**src/rtl/axi_word_deserialize_if.sv**
```systemverilog
// axi_word_deserialize_if: AXI-Stream beat bundle feeding the word deserializer.
// master drives the beat, slave returns tready.
interface axi_word_deserialize_if #(
  parameter int BUS_WIDTH = 32
);
  logic [BUS_WIDTH-1:0] tdata;
  logic                 tvalid;
  logic                 tlast;
  logic                 tready;

  modport master (
    output tdata,
    output tvalid,
    output tlast,
    input  tready
  );

  modport slave (
    input  tdata,
    input  tvalid,
    input  tlast,
    output tready
  );
endinterface

```
**src/rtl/axi_word_deserialize.sv**
```systemverilog
// axi_word_deserialize: reassembles BUS_WIDTH beats (LSB slice first) into one DATA_WIDTH word.
// Define AXI_WORD_DESERIALIZE_LAST_CHECK_EN to enable the TLAST framing check.
module axi_word_deserialize #(
  parameter int BUS_WIDTH  = 32,
  parameter int DATA_WIDTH = 64
) (
  input  logic                  clk,
  input  logic                  rst,
  axi_word_deserialize_if.slave s,
  input  logic                  hold,
  output logic [DATA_WIDTH-1:0] data,
  output logic                  valid_data,
  output logic [15:0]           words_rcvd,
  output logic                  frame_err
);
  localparam int N  = (DATA_WIDTH + BUS_WIDTH - 1) / BUS_WIDTH;
  localparam int SW = N * BUS_WIDTH;
  localparam int CW = (N > 1) ? $clog2(N) : 1;
  localparam logic [CW-1:0] LAST = CW'(N - 1);

  typedef enum logic {
    COLLECT,
    OUT
  } state_e;

  state_e                state_q, state_d;
  logic [CW-1:0]         cnt_q, cnt_d;
  logic [SW-1:0]         sr_q, sr_d;
  logic [DATA_WIDTH-1:0] data_q, data_d;
  logic [15:0]           words_q, words_d;
  logic                  rdy_q, rdy_d;
  logic                  hs;
  logic                  last;

  assign hs       = s.tvalid & s.tready;
  assign last     = (cnt_q == LAST);
  // rdy_q stays low through reset, so tready only depends on hold combinationally
  assign s.tready = rdy_q & ~hold;

  assign data       = data_q;
  assign valid_data = (state_q == OUT);
  assign words_rcvd = words_q;

`ifdef AXI_WORD_DESERIALIZE_LAST_CHECK_EN
  logic fe_q, fe_d;

  always_comb begin
    fe_d = 1'b0;
    if (hs && state_q == COLLECT) begin
      fe_d = last ? ~s.tlast : s.tlast;
    end
  end

  always_ff @(posedge clk or negedge rst) begin
    if (!rst) begin
      fe_q <= 1'b0;
    end else begin
      fe_q <= fe_d;
    end
  end

  assign frame_err = fe_q;
`else
  logic unused_tlast;

  assign unused_tlast = s.tlast;
  assign frame_err    = 1'b0;
`endif

  always_comb begin
    state_d = state_q;
    cnt_d   = cnt_q;
    sr_d    = sr_q;
    data_d  = data_q;
    words_d = words_q;
    unique case (state_q)
      COLLECT: begin
        if (hs) begin
          for (int i = 0; i < N; i++) begin
            if (cnt_q == CW'(i)) begin
              sr_d[i*BUS_WIDTH +: BUS_WIDTH] = s.tdata;
            end
          end
          if (last) begin
            state_d = OUT;
            cnt_d   = '0;
            data_d  = sr_d[DATA_WIDTH-1:0];
            words_d = words_q + 16'd1;
          end else begin
            cnt_d = cnt_q + CW'(1);
          end
`ifdef AXI_WORD_DESERIALIZE_LAST_CHECK_EN
          // early TLAST drops the partial word
          if (!last && s.tlast) begin
            cnt_d = '0;
          end
`endif
        end
      end
      OUT: begin
        state_d = COLLECT;
      end
    endcase
    rdy_d = (state_d == COLLECT);
  end

  always_ff @(posedge clk or negedge rst) begin
    if (!rst) begin
      state_q <= COLLECT;
      cnt_q   <= '0;
      sr_q    <= '0;
      data_q  <= '0;
      words_q <= '0;
      rdy_q   <= 1'b0;
    end else begin
      state_q <= state_d;
      cnt_q   <= cnt_d;
      sr_q    <= sr_d;
      data_q  <= data_d;
      words_q <= words_d;
      rdy_q   <= rdy_d;
    end
  end
endmodule
```
**src/flat_wrapper.sv**
```systemverilog
// flat-port wrapper written by rule: the top's interface ports become plain ports
module axi_word_deserialize_flat 
#(
  parameter int BUS_WIDTH  = 32,
  parameter int DATA_WIDTH = 64
)
  (clk, rst, hold, data, valid_data, words_rcvd, frame_err, s_tdata, s_tvalid, s_tlast, s_tready);
  axi_word_deserialize_if #(.BUS_WIDTH(BUS_WIDTH)) s_i ();
  input  logic clk;
  input  logic rst;
  input  logic hold;
  output logic [DATA_WIDTH-1:0] data;
  output logic valid_data;
  output logic [15:0] words_rcvd;
  output logic frame_err;
  input wire logic [$bits(s_i.tdata)-1:0] s_tdata;
  input wire logic [$bits(s_i.tvalid)-1:0] s_tvalid;
  input wire logic [$bits(s_i.tlast)-1:0] s_tlast;
  output wire logic [$bits(s_i.tready)-1:0] s_tready;
  assign s_i.tdata = s_tdata;
  assign s_i.tvalid = s_tvalid;
  assign s_i.tlast = s_tlast;
  assign s_tready = s_i.tready;
  axi_word_deserialize #(.BUS_WIDTH(BUS_WIDTH), .DATA_WIDTH(DATA_WIDTH)) u_core (.clk(clk), .rst(rst), .s(s_i), .hold(hold), .data(data), .valid_data(valid_data), .words_rcvd(words_rcvd), .frame_err(frame_err));
endmodule
```
**config.mk**
```make
export PLATFORM = sky130hd
export DESIGN_NAME = axi_word_deserialize_flat
export DESIGN_NICKNAME = d
export VERILOG_FILES = /design/src/rtl/axi_word_deserialize_if.sv /design/src/rtl/axi_word_deserialize.sv /design/src/flat_wrapper.sv
export SDC_FILE = /design/constraint.sdc
export NUM_CORES = 1
export LEC_CHECK = 0
export ABC_AREA = 1
export BUFFER_PORTS_ARGS = -buffer_cell sky130_fd_sc_hd__buf_2
export CAP_MARGIN = 30
export CORE_UTILIZATION = 35
export CTS_BUF_LIST = sky130_fd_sc_hd__clkbuf_8
export DETAILED_ROUTE_END_ITERATION = 12
export MAX_ROUTING_LAYER = met4
export SETUP_SLACK_MARGIN = 0.2
export SKIP_LAST_GASP = 1
export SYNTH_ARGS = -nofsm -noshare
export SYNTH_HDL_FRONTEND = slang
export SYNTH_SLANG_ARGS = --single-unit
```
**constraint.sdc**
```tcl
create_clock -name clk -period 1.4 [get_ports clk]
set_input_delay 0.28 -clock clk [delete_from_list [all_inputs] [get_ports clk]]
set_output_delay 0.28 -clock clk [all_outputs]
set_load 0.005 [all_outputs]
```
* Yosys cells after proc, flatten, opt, wreduce, memory -nomap -nowiden *
Cells that the tools add are included.

operators by class
  bitwise logic cells = 5
  reductions and logical operators = 2
  add/subtract/negate cells = 2
  mux-type cells = 6

operator list
  operator                                        count
  2-to-1 mux 32 bit                               2
  adder 16 x 1 -> 16 bit (second input constant)  1
  2-to-1 mux 1 bit                                3
  inverter 1 bit                                  3
  AND reduction 3 bit                             1
  AND 1 bit                                       2
  case mux 1 bit (2 select lines)                 1
  AND reduction 2 bit                             1
  adder 1 bit (second input constant)             1

word-level totals
  word-level logic and storage cells = 21
  output and inout port bits = 83
  bits in registers = 147
  input port bits = 37

* Logic depth before layout (Yosys ltp) *
Gate-level depths: netlist of the first run.

  depth in word-level cells = 6
  mapped depth = 8
  mapped depth without buffers = 8

* Least setup slack after synthesis of the first run *
Ideal clock, no wire load.

  path kind = register to register
  from = reg u_core.state_q, in the netlist u_core.valid_data
  to = reg u_core.words_q[0], in the netlist u_core.words_rcvd[0]
  path slack = 0.154 ns
  arrival time = 1.118 ns
  setup time = 0.127 ns
  stages on the path, launching flop included = 6
  required time = 1.273 ns
  path through = dfrtp_1 nor2_4 nand3_2 buf_2 buf_2 xor2_1

between the ends
  longest elaborated chain between the ends = 2

ends and longest elaborated chain
  item                                  line                         RTL
  start, declared                       axi_word_deserialize.sv:26   state_e state_q, state_d;
  start signal, assigned                axi_word_deserialize.sv:116  state_q <= state_d;
  inverter 1 bit (no source line)       --
  AND reduction 3 bit (no source line)  --
  end signal, assigned                  axi_word_deserialize.sv:120  words_q <= words_d;
  end, declared                         axi_word_deserialize.sv:30   logic [15:0] words_q, words_d;

Every way passes these cells.
A chain may end at the register's enable or synchronous reset.

* Worst setup path after layout of the first run *
  from = reg u_core.rdy_q
  to = out s_tready

between the ends
  longest elaborated chain between the ends = 1

ends and longest elaborated chain
  item                    line                         RTL
  start, declared         axi_word_deserialize.sv:31   logic rdy_q, rdy_d;
  start signal, assigned  axi_word_deserialize.sv:121  rdy_q <= rdy_d;
  AND 1 bit               axi_word_deserialize.sv:38   assign s.tready = rdy_q & ~hold;
  end, declared           flat_wrapper.sv:19           output wire logic [$bits(s_i.tready)-1:0] s_tready;

Every way passes these cells.

==> impl_metrics.toml, run 1 <==
[cells_and_area]
areaGrowthSynthToFinish_pct = 53.4
layout_common_cells = "150 x nand2_1, 111 x buf_2, 110 x dfrtp_1"
final_area_um2 = 7100
nNetsFinal = 751
diodes = 0
final_common_cell = "nand2_1"
drive_gt1_frac = 0.410
fill_cells = 1160

[critical_path]
path_class = "reg2out"
crit_required_ns = 1.12
end_kind = "output port"
worstSetupStartpointType = "flop"
path_cells = "inv_2 -> nor2_4 -> buf_6 -> buf_6"
path_max_fanout = 2
max_stage_delay_ns = 0.38
path_common_cell = "buf_6"
cp_slowest_cell = "dfrtp_1"
cp.arrival_ns = 1.10

[outcome]
status = "completed"

[clocking]
cts_tree = "yes"
cts_max_level = 4
clkLatencyLatePin_ns = 0.41
clkTransAtPathRegs_ns = 0.07
cts-root-buf = "clkbuf_8"
numCtsBuffers = 17
cts_buffer_depth = 2
cts.sinks = 115

[floorplan]
rows = 41
dieArea_um2 = 13700
die_w_um = 117
ioPinCount = 120
dieHeight_um = 117
start_util = 0.363
core_um2 = 12800

[drt]
initialDrtViolationCount = 220
route.antenna.remaining_nets = 0
num_vias = 3989
totalWireLength_um = 12100
viasPerCell = 4.44
dr.pass1.iters = 4
remaining_drc_errors = 0
wl_per_cell_um = 13.5

[timing]
max_freq_mhz = 724
hold_viol_final = 0
fin_tns_setup_ns = 0
drv_slew = 0
period_needed_ns = 1.38
fin_crit_sh = 0.987
rsz0062_at_grt = "true"
finClkSkew_ns = 0.00672
finalSetupViolations = 0

[placed_design]
post_dp_cell_area_um2 = 5520
finalWeightedCongestion = 0.833
hpwl_um = 6860
io_buffers = 117

[worst_hold_path]
hold_class = "in2reg"

[logic_synthesis]
synth-edff-count = 0
syn_avg_cell_area_um2 = 9.10
syn_inst = 509
synth.distinct_cells = 23
syn_nets = 547
async_reset_ff_frac = 1.00
yosysSeqAreaShare = 0.621
yosysWarnings = 0
synth_area_um2 = 4630
synth_flop_cell = "dfrtp_1"
ys_seq_elements = 115

[run]
maxCapViolations = 0

[power_and_ir_drop]
leakagePower_nw = 3.77
power_density_nw_per_um2 = 1910
irDropWorstVdd_mv = 0.799

[global_route]
grt_pass1_vias = 3646
grt_pass1_wl_um = 17300
grt_antenna_before_repair = 0
grt_max_degree = 64
grt_usage = 0.173
overflow = 0
[what timing repair did]
action / CTS / global route
endpoints found under the hold margin: 115 / 0
endpoints found under the setup margin: 176 / 197
buffers inserted: 34 / 27
cloned: 3 / 10
hold buffers: 1 / 0
pin swaps: 2 / 15
resized for setup: 22 / 84
[registers in the layout (all words and copies together) (netlist names)]
| register | count |
|---|---|
| u_core.sr_q | 32 |
| u_core.rdy_q | 1 |
| u_core.words_rcvd | 16 |
| u_core.valid_data | 1 |
| u_core.data | 64 |
| u_core.cnt_q | 1 |
[per-layer routing]
metal	vias up	wire, um	track usage
li1	1986	-	-
met1	1904	5380	0.211
met2	90	6120	0.272
met3	9	517	0.0484
met4	0	106	0.0684
met5	-	0	-
[worst paths after layout]
kind	from	endpoint	slack [ns]	depth (start not counted)
hold / removal	s_tdata[9]	u_core.data[41]	0.08	3
max in group asynchronous	rst	u_core.words_rcvd[10]	0.59	3
setup / recovery	u_core.rdy_q	s_tready	0.02	4
setup reg to reg	u_core.rdy_q	u_core.data[48]	0.02	8
hold reg to reg	u_core.data[50]	u_core.data[50]	0.48	2
min in group asynchronous	rst	u_core.data[38]	0.23	2
[stage by stage]
step | instances | utilization | power (W) | setup slack [ns] | hold slack, ns
floorplan | 509 | - | 0.00700 | 0.194 | -0.0156
global placement | 791 | 0.432 | 0.00845 | 0.0190 | 0.105
detailed placement | 791 | 0.432 | 0.00861 | 0.000715 | 0.105
CTS | 861 | 0.501 | 0.0126 | -0.0200 | 0.0423
global route | 898 | 0.556 | 0.0145 | -0.0590 | 0.0570
finish | 898 | 0.556 | 0.0136 | 0.0186 | 0.0774
[report_power, final]
group | internal [W] | switching, W | leakage [nW]
clock network | 0.00206 | 0.00134 | 0.235
logic | 0.00261 | 0.00220 | 2.11
registers | 0.00469 | 0.000658 | 1.42
[critical path, delay by kind of cell (launching register included)]
kind	cells	cell delay, ns
and+or+nand+nor	1	0.04
buffers and inverters	3	0.28
DFF	1	0.38
[cells by family after synthesis]
family,synth area share
xor+xnor,0.00946
fa+ha+maj,0.00270
simple gates,0.202
flops,0.621
compound gates,0.0843
other cells,0.000810
buf+inv,0.0794
[synthesized netlist by cell type, types with 3 or more instances]
| master | instances | area (um2) |
|---|---|---|
| o21ai_0 | 38 | 190 |
| dfrtp_1 | 115 | 2880 |
| xor2_1 | 3 | 26.3 |
| nor2_4 | 4 | 45.0 |
| nand4_1 | 7 | 43.8 |
| nor2_1 | 25 | 93.8 |
| buf_2 | 18 | 90.1 |
| nand3_1 | 6 | 30.0 |
| nand2_1 | 173 | 649 |
| nand3b_1 | 3 | 22.5 |
| inv_1 | 60 | 225 |
| o21ai_1 | 27 | 135 |
| buf_4 | 4 | 30.0 |
| a21oi_1 | 13 | 65.1 |
[final cells by class]
class                   count  area [um2]  area share
clock buffers              20         275      0.0388
clock inverters            12         161      0.0227
inverters                  60         225      0.0317
multi-input cells         310        1600       0.225
flip-flops and latches    115        2880       0.406
well taps                 172         215      0.0303
repair buffers            209        1750       0.246
(Power assumes the default switching activity.)
==> run 2: changes to the inputs <==
==> constraint.sdc (replaced) <==
create_clock -name clk -period 1.6 [get_ports clk]
set_input_delay 0.32 -clock clk [delete_from_list [all_inputs] [get_ports clk]]
set_output_delay 0.32 -clock clk [all_outputs]
set_load 0.005 [all_outputs]
==> run 2 against run 1 <==
Net effect:
- wire length is 5.1% lower
- clock power is 19% lower
- combinational power is 35% lower
- sequential share of layout area is 5.3 points higher
- non-clock buffer count is 66 lower
- count of clock-buffer cells in the layout is 4 higher
- first-iteration DRC count is 22% lower
- utilization is 6.5 points lower
- total power is 22% lower
- clock skew is 0.0022 ns higher
- via count is 5.1% lower
- largest power group unchanged
==> impl_metrics.toml, run 2 (synthesized netlist as in run 1, its figures left out) <==
[outcome]
status = "completed"

[power_and_ir_drop]
power_w = 0.0106
power_density_nw_per_um2 = 1680
irDropWorstVdd_mv = 0.613
leakagePower_nw = 3.33

[placed_design]
post_dp_cell_area_um2 = 5420
io_buffers = 117
finalWeightedCongestion = 0.880
hpwl_um = 6730

[critical_path]
max_stage_delay_ns = 0.34
path_max_fanout = 3
startpoint = "u_core.rdy_q"
worstSetupStartpointType = "flop"
r2r-start = "u_core.rdy_q"
cpLargestDelayFamily = "flip-flops"
path_cells = "inv_2 -> nor2_4 -> buf_6"
crit_required_ns = 1.28
cp.arrival_ns = 1.08
end_kind = "output port"
path_class = "reg2out"
crit_buf_inv = 2
cp_slowest_cell = "dfrtp_1"

[timing]
finClkSkew_ns = 0.00894
drv_slew = 0
finalSetupViolations = 0
fin_tns_setup_ns = 0
period_needed_ns = 1.40
fin_crit_sh = 0.872
hold_slack_ns = 0.0984
rsz0062_at_grt = "true"
max_freq_mhz = 717
hold_viol_final = 0

[worst_hold_path]
min_from = "s_tdata[2]"
hold_class = "in2reg"

[clocking]
cts-root-buf = "clkbuf_8"
clkLatencyLatePin_ns = 0.44
cts_buffer_depth = 2
numCtsBuffers = 17
cts.sinks = 115
cts_tree = "yes"
clkTransAtPathRegs_ns = 0.07
cts_max_level = 4

[cells_and_area]
final_common_cell = "nand2_1"
final_area_um2 = 6280
areaGrowthSynthToFinish_pct = 35.6
nNetsFinal = 686
largest_reg_flops = 64
layout_common_cells = "153 x nand2_1, 114 x buf_2, 112 x dfrtp_1"
final_util = 0.491
drive_gt1_frac = 0.337

[floorplan]
rows = 41
dieHeight_um = 117
die_w_um = 117
core_um2 = 12800
ioPinCount = 120
start_util = 0.363
dieArea_um2 = 13700

[global_route]
grt_pass1_wl_um = 16800
overflow = 0
grt_antenna_before_repair = 1
grt_pass1_vias = 3536
grt_max_degree = 75
grt_usage = 0.169

[drt]
route.antenna.remaining_nets = 0
viasPerCell = 4.55
wl_per_cell_um = 13.8
remaining_drc_errors = 0
initialDrtViolationCount = 171
totalWireLength_um = 11500
num_vias = 3784
dr.pass1.iters = 4

[run]
maxCapViolations = 0
[run 2: cell count changes in the layout (fill, tap and decap cells not counted), sizes merged]
cell / delta
clkbuf: -1
inv: -1
clkinv: -4
buf: -61
nor2: +1
bufinv: -2
diode: +1
[run 2: worst reg2reg max path, cell delays in order, from the launching register on]
cell and delay, ns:
dfrtp_1 0.34, inv_2 0.04, nor2_4 0.14, buf_6 0.13, nand2_4 0.06, nor2_4 0.13
buf_12 0.17, clkbuf_16 0.19, nand2_2 0.05, o21ai_1 0.07
[run 2: where the power goes]
group | switching [W] | internal, W | total [W]
Combinational | 0.00168 | 0.00147 | 0.00315
Clock | 0.00111 | 0.00164 | 0.00275
Sequential | 0.000564 | 0.00410 | 0.00466
[run 2: layer usage]
| layer | up-vias | GRT usage | part of all wire |
|---|---|---|---|
| met5 | - | - | 0 |
| met3 | 16 | 0.0505 | 0.042 |
| met1 | 1812 | 0.207 | 0.47 |
| met2 | 94 | 0.252 | 0.47 |
| met4 | 0 | 0.0895 | 0.018 |
| li1 | 1862 | - | - |
[run 2: what timing repair did]
action	CTS	global route
hold endpoints to repair	115	0
endpoints found under the setup margin	7	59
resized for setup	5	78
setup buffers	1	8
gates cloned	0	8
hold buffers	1	0
pin swaps	1	5
[run 2: area by class of cell]
type,count,area [um2]
tap,172,215
inverter,60,225
clock inverter,5,73.8
multi-input combinational,311,1580
clock buffer,24,330
sequential,115,2880
fill,1250,6500
timing repair buffer,143,970
antenna,1,2.50
[run 2: path summary, 6_finish.rpt]
path,slack (ns),depth (start not counted),end
min,0.1,3,u_core.data[34]
min reg2reg,0.48,2,u_core.data[51]
min in group asynchronous,0.41,3,u_core.data[39]
max in group asynchronous,0.80,3,u_core.sr_q[0]
max,0.20,3,s_tready
max reg2reg,0.23,9,u_core.sr_q[27]
[run 2: stage by stage]
stage	std cells	setup slack [ns]
floorplan	509	0.354
global placement	783	0.180
detailed placement	783	0.147
CTS	814	0.148
global route	831	0.122
finish	831	0.205
==> run 3: changes to the inputs <==
--- a/config.mk
+++ b/config.mk
@@ -8,10 +8,11 @@
 export ABC_AREA = 1
 export BUFFER_PORTS_ARGS = -buffer_cell sky130_fd_sc_hd__buf_2
 export CAP_MARGIN = 30
-export CORE_UTILIZATION = 35
+export CORE_UTILIZATION = 58
 export CTS_BUF_LIST = sky130_fd_sc_hd__clkbuf_8
 export DETAILED_ROUTE_END_ITERATION = 12
 export MAX_ROUTING_LAYER = met4
+export PLACE_DENSITY = 0.86
 export SETUP_SLACK_MARGIN = 0.2
 export SKIP_LAST_GASP = 1
 export SYNTH_ARGS = -nofsm -noshare
==> run 3 against run 2 <==
Net effect:
- worst hold slack improved by 0.024 ns
- setup slack worse by 0.031 ns
- sequential power up 1%
- combinational power down 2%
- first-iteration DRC count grew 14%
- global-route usage grew 8.7 points
- non-clock buffer count fell by 4
- via count up 2.4%
- count of clock-buffer cells in the layout shrank 2
- fmax fell by 2.2%
- largest power group unchanged
==> impl_metrics.toml, run 3 (synthesized netlist as in run 1, its figures left out) <==
[outcome]
status = "completed"

[critical_path]
path_class = "reg2reg"
cp_slowest_cell = "dfrtp_1"
cp.arrival_ns = 1.71
r2r-end = "u_core.sr_q[19]"
max_stage_delay_ns = 0.34
path_cells = "inv_2 -> nor2_4 -> buf_6 -> nand2_4 -> nor2_4 -> buf_12 -> buf_12 -> o21ai_0"
worstRegToRegCells = 8
end_kind = "flop"
r2r-start = "u_core.rdy_q"
path_max_fanout = 13
worstSetupStartpointType = "flop"
crit_required_ns = 1.88
regToRegSetupSlack_ns = 0.17

[global_route]
overflow = 0
grt_antenna_before_repair = 0
grt_usage = 0.256
grt_max_degree = 66
grt_pass1_vias = 3629
grt_pass1_wl_um = 16200

[worst_hold_path]
hold_class = "in2reg"
min_from = "s_tdata[16]"
min_delay_path_depth = 3
holdPathEnd = "u_core.data[48]"

[floorplan]
ioPinCount = 120
dieHeight_um = 91.4
rows = 32
core_um2 = 7730
dieArea_um2 = 8340
die_w_um = 91.4
start_util = 0.599

[clocking]
clkLatencyLatePin_ns = 0.41
cts_buffer_depth = 2
cts_max_level = 4
cts_tree = "yes"
cts-root-buf = "clkbuf_8"
cts.sinks = 115
clkTransAtPathRegs_ns = 0.07
numCtsBuffers = 17

[drt]
remaining_drc_errors = 0
dr.pass1.iters = 4
totalWireLength_um = 10600
route.antenna.remaining_nets = 0
num_vias = 3874
viasPerCell = 5.11
wl_per_cell_um = 14.0
initialDrtViolationCount = 195

[power_and_ir_drop]
p_int_w = 0.00742
pwr-share-clk = 0.277
power.switching_w = 0.00338
pwr-share-seq = 0.436
switching_share = 0.313
combPwrFrac = 0.287
power_density_nw_per_um2 = 1760
leakagePower_nw = 3.28
irDropWorstVdd_mv = 1.05

[cells_and_area]
layout_common_cells = "159 x nand2_1, 115 x buf_2, 112 x dfrtp_1"
fill_cells = 497
largest_reg_flops = 64
final_util = 0.793
nNetsFinal = 681
final_common_cell = "nand2_1"
diodes = 0
areaGrowthSynthToFinish_pct = 32.3
drive_gt1_frac = 0.319

[timing]
fin_tns_setup_ns = 0
max_freq_mhz = 701
rsz0062_at_grt = "true"
drv_slew = 0
hold_slack_ns = 0.122
fin_crit_sh = 0.892
finalSetupViolations = 0
period_needed_ns = 1.43
hold_viol_final = 0
finClkSkew_ns = 0.00853

[placed_design]
hpwl_um = 6530
finalWeightedCongestion = 0.841
io_buffers = 117

[run]
maxCapViolations = 0
-- run 3: cell count changes in the layout (fill, tap and decap cells not counted), sizes merged --
cell    change
bufinv      +2
nor2        -1
diode       -1
clkbuf      -3
buf         -3
clkinv      +3
-- run 3: timing repair --
action                                  in CTS  in global routing
pin swaps                                    1                  3
hold buffers                                 1                  0
cloned                                       0                  6
resized for setup                            3                 64
endpoints found under the setup margin       2                 58
hold endpoints to repair                     9                  0
buffers inserted                             1                  4
-- run 3: final cells by class --
type | instances | area, um2 | share of cell area
Timing Repair Buffer | 139 | 920 | 0.150
Clock inverter | 10 | 153 | 0.0249
Tap cell | 102 | 128 | 0.0208
Multi-Input combinational cell | 310 | 1520 | 0.248
Clock buffer | 22 | 303 | 0.0494
Inverter | 60 | 225 | 0.0367
Sequential cell | 115 | 2880 | 0.470
-- run 3: critical path, delay by kind of cell (launching register included) --
kind,cells,cell delay [ns]
compound gates,1,0.09
simple gates,3,0.40
buf+inv,4,0.47
flops,1,0.34
-- run 3: per-layer routing --
metal	global-route usage	part of all wire	up-vias
li1	-	-	1852
met1	0.311	0.42	1893
met2	0.413	0.52	117
met3	0.0553	0.048	12
met4	0.119	0.015	0
met5	-	0	-
-- run 3: power groups by stage --
stage	clock network [W]	logic (W)	registers, W
floorplan	0	0.00138	0.00473
global placement	0	0.00258	0.00464
detailed placement	0	0.00272	0.00470
CTS	0.00303	0.00276	0.00468
global route	0.00319	0.00352	0.00482
finish	0.00299	0.00310	0.00471
-- run 3: metrics by stage --
step                      area (um2)  worst slack (ns)  std cells  power (W)
after floorplan                 4630             0.354        509    0.00612
after global placement          5340             0.185        714    0.00722
after detailed placement        5340             0.168        714    0.00743
after CTS                       5820             0.184        748     0.0105
after global routing            6130             0.115        758     0.0115
final                           6130             0.173        758     0.0108
-- run 3: how the worst max path moves through the flow --
stage	to	cells after the start	slack, ns	start
detailed placement	u_core.words_rcvd[15]	7	0.17	hold
global placement	u_core.words_rcvd[15]	7	0.18	hold
finish	u_core.sr_q[19]	8	0.17	u_core.rdy_q
floorplan	u_core.words_rcvd[0]	5	0.35	u_core.valid_data
CTS	s_tready	3	0.18	u_core.rdy_q
global route	u_core.sr_q[0]	9	0.11	u_core.rdy_q
